--- src/rtl/dds_pkg.sv ---
// Shared types and default widths for the DDS sweep sequencer.
package dds_pkg;

    localparam int unsigned DDS_PHASE_W = 32;
    localparam int unsigned DDS_ADDR_W  = 14;
    localparam int unsigned DDS_CNT_W   = 16;

    typedef enum logic [1:0] {
        IDLE,
        RUN,
        PAUSE
    } state_t;

    typedef struct packed {
        logic [DDS_PHASE_W-1:0] f_start;
        logic [DDS_PHASE_W-1:0] f_step;
        logic [DDS_CNT_W-1:0]   steps;
        logic [DDS_CNT_W-1:0]   dwell;
    } cfg_t;

endpackage

--- src/rtl/dds_sweep_ctrl_phase_acc.sv ---
// Phase accumulator with clear/enable and a registered ROM address taken
// from the top ADDR_W bits of the accumulator (one cycle behind it).
module dds_phase_acc #(
    parameter int unsigned PHASE_W = 32,
    parameter int unsigned ADDR_W  = 14
) (
    input  logic               clk_125m,
    input  logic               sys_rst_n,
    input  logic               clr_i,
    input  logic               en_i,
    input  logic [PHASE_W-1:0] fword_i,
    output logic [ADDR_W-1:0]  addr_o
);

    logic [PHASE_W-1:0] acc_q, acc_d;
    logic [ADDR_W-1:0]  addr_q;

    always_comb begin
        acc_d = acc_q;
        if (clr_i) begin
            acc_d = '0;
        end else if (en_i) begin
            acc_d = acc_q + fword_i;
        end
    end

    always_ff @(posedge clk_125m or negedge sys_rst_n) begin
        if (!sys_rst_n) begin
            acc_q  <= '0;
            addr_q <= '0;
        end else begin
            acc_q  <= acc_d;
            addr_q <= acc_q[PHASE_W-1 -: ADDR_W];
        end
    end

    assign addr_o = addr_q;

endmodule

--- src/rtl/dds_sweep_ctrl.sv ---
// Linear frequency-sweep sequencer owning the DDS phase accumulator.
// Define DDS_SWEEP_BIDIR_EN to sweep back down to f_start after the top step.
module dds_sweep_ctrl
    import dds_pkg::*;
#(
    parameter int unsigned PHASE_W = DDS_PHASE_W,
    parameter int unsigned ADDR_W  = DDS_ADDR_W,
    parameter int unsigned CNT_W   = DDS_CNT_W
) (
    input  logic               clk_125m,
    input  logic               sys_rst_n,
    input  logic               cfg_valid,
    output logic               cfg_ready,
    input  logic [PHASE_W-1:0] cfg_f_start,
    input  logic [PHASE_W-1:0] cfg_f_step,
    input  logic [CNT_W-1:0]   cfg_steps,
    input  logic [CNT_W-1:0]   cfg_dwell,
    input  logic               start,
    input  logic               pause,
    input  logic               abort,
    output logic [ADDR_W-1:0]  rom_addr,
    output logic [PHASE_W-1:0] cur_fword,
    output logic               busy,
    output logic               done
);

    state_t             state_q, state_d;
    cfg_t               cfg_q, cfg_d;
    logic [PHASE_W-1:0] fword_q, fword_d;
    logic [CNT_W-1:0]   step_q, step_d;
    logic [CNT_W-1:0]   dwell_q, dwell_d;
    logic               done_q, done_d;
    logic               acc_clr, acc_en;
    logic [CNT_W-1:0]   dwell_max;
    logic               dwell_end;
`ifdef DDS_SWEEP_BIDIR_EN
    logic               dir_q, dir_d;
`endif

    assign dwell_max = (cfg_q.dwell == '0) ? CNT_W'(1) : cfg_q.dwell;
    assign dwell_end = (dwell_q == dwell_max - 1'b1);

    always_comb begin
        state_d = state_q;
        cfg_d   = cfg_q;
        fword_d = fword_q;
        step_d  = step_q;
        dwell_d = dwell_q;
        done_d  = 1'b0;
        acc_clr = 1'b0;
        acc_en  = 1'b0;
`ifdef DDS_SWEEP_BIDIR_EN
        dir_d   = dir_q;
`endif
        unique case (state_q)
            IDLE: begin
                if (cfg_valid) begin
                    cfg_d = '{f_start: cfg_f_start, f_step: cfg_f_step,
                              steps: cfg_steps, dwell: cfg_dwell};
                end
                if (start) begin
                    state_d = RUN;
                    fword_d = cfg_valid ? cfg_f_start : cfg_q.f_start;
                    step_d  = '0;
                    dwell_d = '0;
                    acc_clr = 1'b1;
`ifdef DDS_SWEEP_BIDIR_EN
                    dir_d   = 1'b0;
`endif
                end
            end
            RUN: begin
                // abort/pause freeze the cycle they are sampled in
                if (abort) begin
                    state_d = IDLE;
                end else if (pause) begin
                    state_d = PAUSE;
                end else begin
                    acc_en = 1'b1;
                    if (!dwell_end) begin
                        dwell_d = dwell_q + 1'b1;
                    end else begin
                        dwell_d = '0;
`ifdef DDS_SWEEP_BIDIR_EN
                        if (!dir_q && step_q != cfg_q.steps) begin
                            fword_d = fword_q + cfg_q.f_step;
                            step_d  = step_q + 1'b1;
                        end else if (!dir_q && step_q != '0) begin
                            dir_d   = 1'b1;
                            fword_d = fword_q - cfg_q.f_step;
                            step_d  = step_q - 1'b1;
                        end else if (dir_q && step_q != '0) begin
                            fword_d = fword_q - cfg_q.f_step;
                            step_d  = step_q - 1'b1;
                        end else begin
                            state_d = IDLE;
                            done_d  = 1'b1;
                        end
`else
                        if (step_q == cfg_q.steps) begin
                            state_d = IDLE;
                            done_d  = 1'b1;
                        end else begin
                            fword_d = fword_q + cfg_q.f_step;
                            step_d  = step_q + 1'b1;
                        end
`endif
                    end
                end
            end
            PAUSE: begin
                if (abort) begin
                    state_d = IDLE;
                end else if (!pause) begin
                    state_d = RUN;
                end
            end
            default: state_d = IDLE;
        endcase
    end

    always_ff @(posedge clk_125m or negedge sys_rst_n) begin
        if (!sys_rst_n) begin
            state_q <= IDLE;
            cfg_q   <= '0;
            fword_q <= '0;
            step_q  <= '0;
            dwell_q <= '0;
            done_q  <= 1'b0;
`ifdef DDS_SWEEP_BIDIR_EN
            dir_q   <= 1'b0;
`endif
        end else begin
            state_q <= state_d;
            cfg_q   <= cfg_d;
            fword_q <= fword_d;
            step_q  <= step_d;
            dwell_q <= dwell_d;
            done_q  <= done_d;
`ifdef DDS_SWEEP_BIDIR_EN
            dir_q   <= dir_d;
`endif
        end
    end

    dds_phase_acc #(
        .PHASE_W (PHASE_W),
        .ADDR_W  (ADDR_W)
    ) u_phase_acc (
        .clk_125m  (clk_125m),
        .sys_rst_n (sys_rst_n),
        .clr_i     (acc_clr),
        .en_i      (acc_en),
        .fword_i   (fword_q),
        .addr_o    (rom_addr)
    );

    assign cur_fword = fword_q;
    assign busy      = (state_q != IDLE);
    assign cfg_ready = (state_q == IDLE);
    assign done      = done_q;

endmodule
--- config.mk ---
export PLATFORM = sky130hd
export DESIGN_NAME = dds_sweep_ctrl
export DESIGN_NICKNAME = d
export VERILOG_FILES = /design/src/rtl/dds_pkg.sv /design/src/rtl/dds_sweep_ctrl_phase_acc.sv /design/src/rtl/dds_sweep_ctrl.sv
export SDC_FILE = /design/constraint.sdc
export NUM_CORES = 1
export LEC_CHECK = 0
export ABC_AREA = 1
export BUFFER_PORTS_ARGS = -buffer_cell sky130_fd_sc_hd__buf_2
export CAP_MARGIN = 20
export CORE_UTILIZATION = 60
export DETAILED_ROUTE_END_ITERATION = 7
export MAX_ROUTING_LAYER = met4
export PLACE_DENSITY = 0.93
export SYNTH_ARGS = -nofsm -noshare
export SYNTH_HDL_FRONTEND = slang
export SYNTH_HIERARCHICAL = 1
export SYNTH_SLANG_ARGS = --single-unit
--- constraint.sdc ---
create_clock -name clk_125m -period 3.05 [get_ports clk_125m]
set_input_delay 0.1525 -clock clk_125m [delete_from_list [all_inputs] [get_ports clk_125m]]
set_output_delay 0.1525 -clock clk_125m [all_outputs]
set_load 0.02 [all_outputs]
==> flow_metrics.py <==
metrics = {
    "outcome": {
        "outcome": "finished clean",
    },
    "floorplanning": {
        "coreArea_sq_um": 23500,
        "ios": 151,
        "dieArea_sq_um": 24700,
        "initial_core_util": 0.614,
        "die_h_um": 157,
        "rows": 56,
        "die-width_um": 157,
    },
    "clocking": {
        "cts_buffer_depth": 3,
        "numClockSinks": 209,
        "clk_pin_slew_ns": 0.06,
        "cts_tree": "yes",
        "cts_made_buffers": 24,
        "clkLatencyLatePin_ns": 0.54,
        "cts-root-buf": "clkbuf_16",
        "htreeDepth": 1,
    },
    "logic_synthesis": {
        "ys_warn_count": 6,
        "seq_area_frac_synth": 0.362,
        "syn_area_per_cell_sq_um": 7.24,
        "async_flop_share": 1.00,
        "ys.flop_type": "dfrtp_1",
        "post-synth-top-area-fraction": 0.362,
        "syn_inst": 1996,
        "yosys.area.top_type": "dfrtp_1",
        "synth_seq_cells": 209,
        "post-synth-top-count-cell": "nand2_1",
        "yosys-top-cells-area": "dfrtp_1 (36%), nand2_1 (16%), inv_1 (6.2%), ha_1 (5.6%), mux2_2 (5.3%)",
        "syn_area_sq_um": 14500,
        "synth_edf_count": 0,
        "ys_types": 51,
        "syn_nets": 2165,
        "synth_commonest_cells": "nand2_1 (620), inv_1 (238), dfrtp_1 (209)",
    },
    "global_route": {
        "grt_pass1_wl_um": 73500,
        "grt_max_degree": 85,
        "grt_overflow": 0,
        "first_global_vias": 14800,
        "track_usage": 0.393,
        "antenna_found_initial": 5,
    },
    "route": {
        "detail_route.wirelength_um": 48000,
        "dr.pass1.iters": 5,
        "drcViolationCount": 0,
        "vias_per_cell": 5.87,
        "num_vias": 15200,
        "antenna_left": 0,
        "wl_per_cell_um": 18.5,
        "drtIter0Drc": 1522,
    },
    "layout": {
        "utilization": 0.754,
        "fin_area_sq_um": 17700,
        "drive_gt1_frac": 0.164,
        "multiInputGateArea_sq_um": 8120,
        "area_growth_pct": 22.7,
        "fin_nets": 2421,
        "seqCellArea_sq_um": 5230,
        "fillers": 1698,
        "fin_cells": 2595,
    },
    "placement": {
        "place_area_sq_um": 15600,
        "gp_routability_congestion": 1.01,
        "io_buffers": 150,
        "dpl.cell_count": 2434,
        "pre_cts_ws_ns": 0.125,
        "dp_hpwl_um": 31800,
    },
    "setup_path": {
        "cp-start-kind": "flip-flop",
        "slowest_stage": "dfrtp_1",
        "crit_start": "cfg_q[13]",
        "cp_max_fo": 7,
        "worst-path-stages": 20,
        "path_delay_family": "simple AND/OR/NAND/NOR gates",
        "r2r_setup_slack_ns": 0.1,
        "endpoint": "step_q[6]",
        "worstPathRequired_ns": 3.47,
        "path_cells": "nor2_1 > nand2_1 > nor2_2 > nand2_2 > nand2_2 > inv_1 > ha_2 > xnor2_1 > nor2_1 > a21oi_1 > nand3_1 > nor2_1 > nand2_1 > nor2_2 > nand2_2 > nand2_4 > nand3_4 > buf_12 > nand2_1 > nand2_1",
        "reg2reg_depth": 20,
        "reg2reg_from": "cfg_q[13]",
        "crit_top_cell": "nand2_1",
        "end_kind": "flip-flop",
        "crit_type": "reg -> reg",
        "critPathMaxStageDelay_ns": 0.42,
        "cp_data_arrival_time_ns": 3.37,
        "crit_buf_inv": 2,
        "reg2reg_to": "step_q[6]",
    },
    "sta": {
        "period_needed_ns": 2.95,
        "finClkSkew_ns": 0.0253,
        "setup_tns_ns": 0,
        "setup_ws_ns": 0.0977,
        "hold_ws_ns": 0.0517,
        "fmax_mhz": 339,
        "maxSlewViolCount": 0,
        "finalSetupViolations": 0,
        "hold_violations": 0,
        "tightest_slew_ns": 0.669,
        "slew_headroom": 0.554,
        "period_share": 0.968,
    },
    "flow_run": {
        "max_cap_violations": 0,
    },
    "pwr": {
        "ir_worst_vdd_v": 0.000696,
        "total_power_mw": 18.8,
        "p_leak_nw": 9.25,
        "power_density_nw_per_um2": 1060,
    },
    "hold_path": {
        "min_path_type": "in -> reg",
        "worst_hold_startpoint": "start",
    },
}
[flip-flops by register name, indices dropped and copies added, names as in the netlist]
register	flops
cfg_q	96
cur_fword	32
u_phase_acc/acc_q	32
dwell_q	16
step_q	16
u_phase_acc/addr_o	14
state_q	2
done	1
[worst min-delay path: cells and delay by family]
family | cells | cell delay [ns]
AOI/OAI and AO/OA | 2 | 0.16
buffers and inverters | 1 | 0.11
and+or+nand+nor | 2 | 0.12
[worst min path at each step]
stage	to	depth (start not counted)	slack (ns)
detailed placement	u_phase_acc/acc_q[6]	1	0.24
global placement	u_phase_acc/acc_q[6]	1	0.23
floorplan	cfg_q[0]	0	-0.14
finish	state_q[0]	5	0.05
CTS	state_q[0]	5	0.01
global route	state_q[0]	5	0.11
[logic make-up after synthesis]
family | after synthesis | synth area share
flip-flops | 209 | 0.362
buffers and inverters | 304 | 0.0820
AND/OR/NAND/NOR | 1034 | 0.308
adder cells (fa/ha/maj) | 67 | 0.0590
AO/OA/AOI/OAI | 248 | 0.0954
multiplexers | 69 | 0.0536
XOR/XNOR | 65 | 0.0403
[final cells by class]
type,count,share of cell area
Clock inverter,16,0.0133
Sequential cell,209,0.295
Inverter,244,0.0516
Clock buffer,28,0.0358
Tap cell,319,0.0225
Timing Repair Buffer,290,0.124
Multi-Input combinational cell,1483,0.457
Antenna cell,6,0.000846
[placed cells by master, fill, tap and decap left out, types with 9 or more instances in the layout]
cell type / count
xor2_1: 40
nor4_1: 12
nand3_1: 96
xnor2_1: 23
nand2_2: 24
nor2_2: 17
dfrtp_1: 206
inv_1: 238
o21bai_1: 9
dlygate4sd3_1: 100
nor3_1: 18
clkbuf_16: 27
nand2_1: 614
nand4_1: 71
ha_1: 64
buf_2: 149
mux2_2: 68
o211ai_1: 19
o21ai_0: 92
nor2_1: 151
buf_4: 30
a21oi_1: 98
[per-layer routing]
metal	vias to the layer above	global-route usage	wire [um]
li1	7016	-	-
met1	7088	0.471	18100
met2	901	0.660	23000
met3	218	0.0523	4390
met4	0	0.177	2510
met5	-	-	0
[where the power goes]
group,leakage (nW),switching [mW],internal [mW]
clock network,0.419,1.26,1.93
registers,2.64,1.11,3.92
logic,6.19,6.76,3.85
[timing repair]
| item | CTS | global route |
|---|---|---|
| endpoints found under the setup margin | 0 | 64 |
| hold endpoints to repair | 174 | 0 |
| resized for setup | 0 | 26 |
| hold buffers | 100 | 0 |
| buffers inserted | 0 | 7 |
No activity file was read; power rests on OpenSTA's default activity.
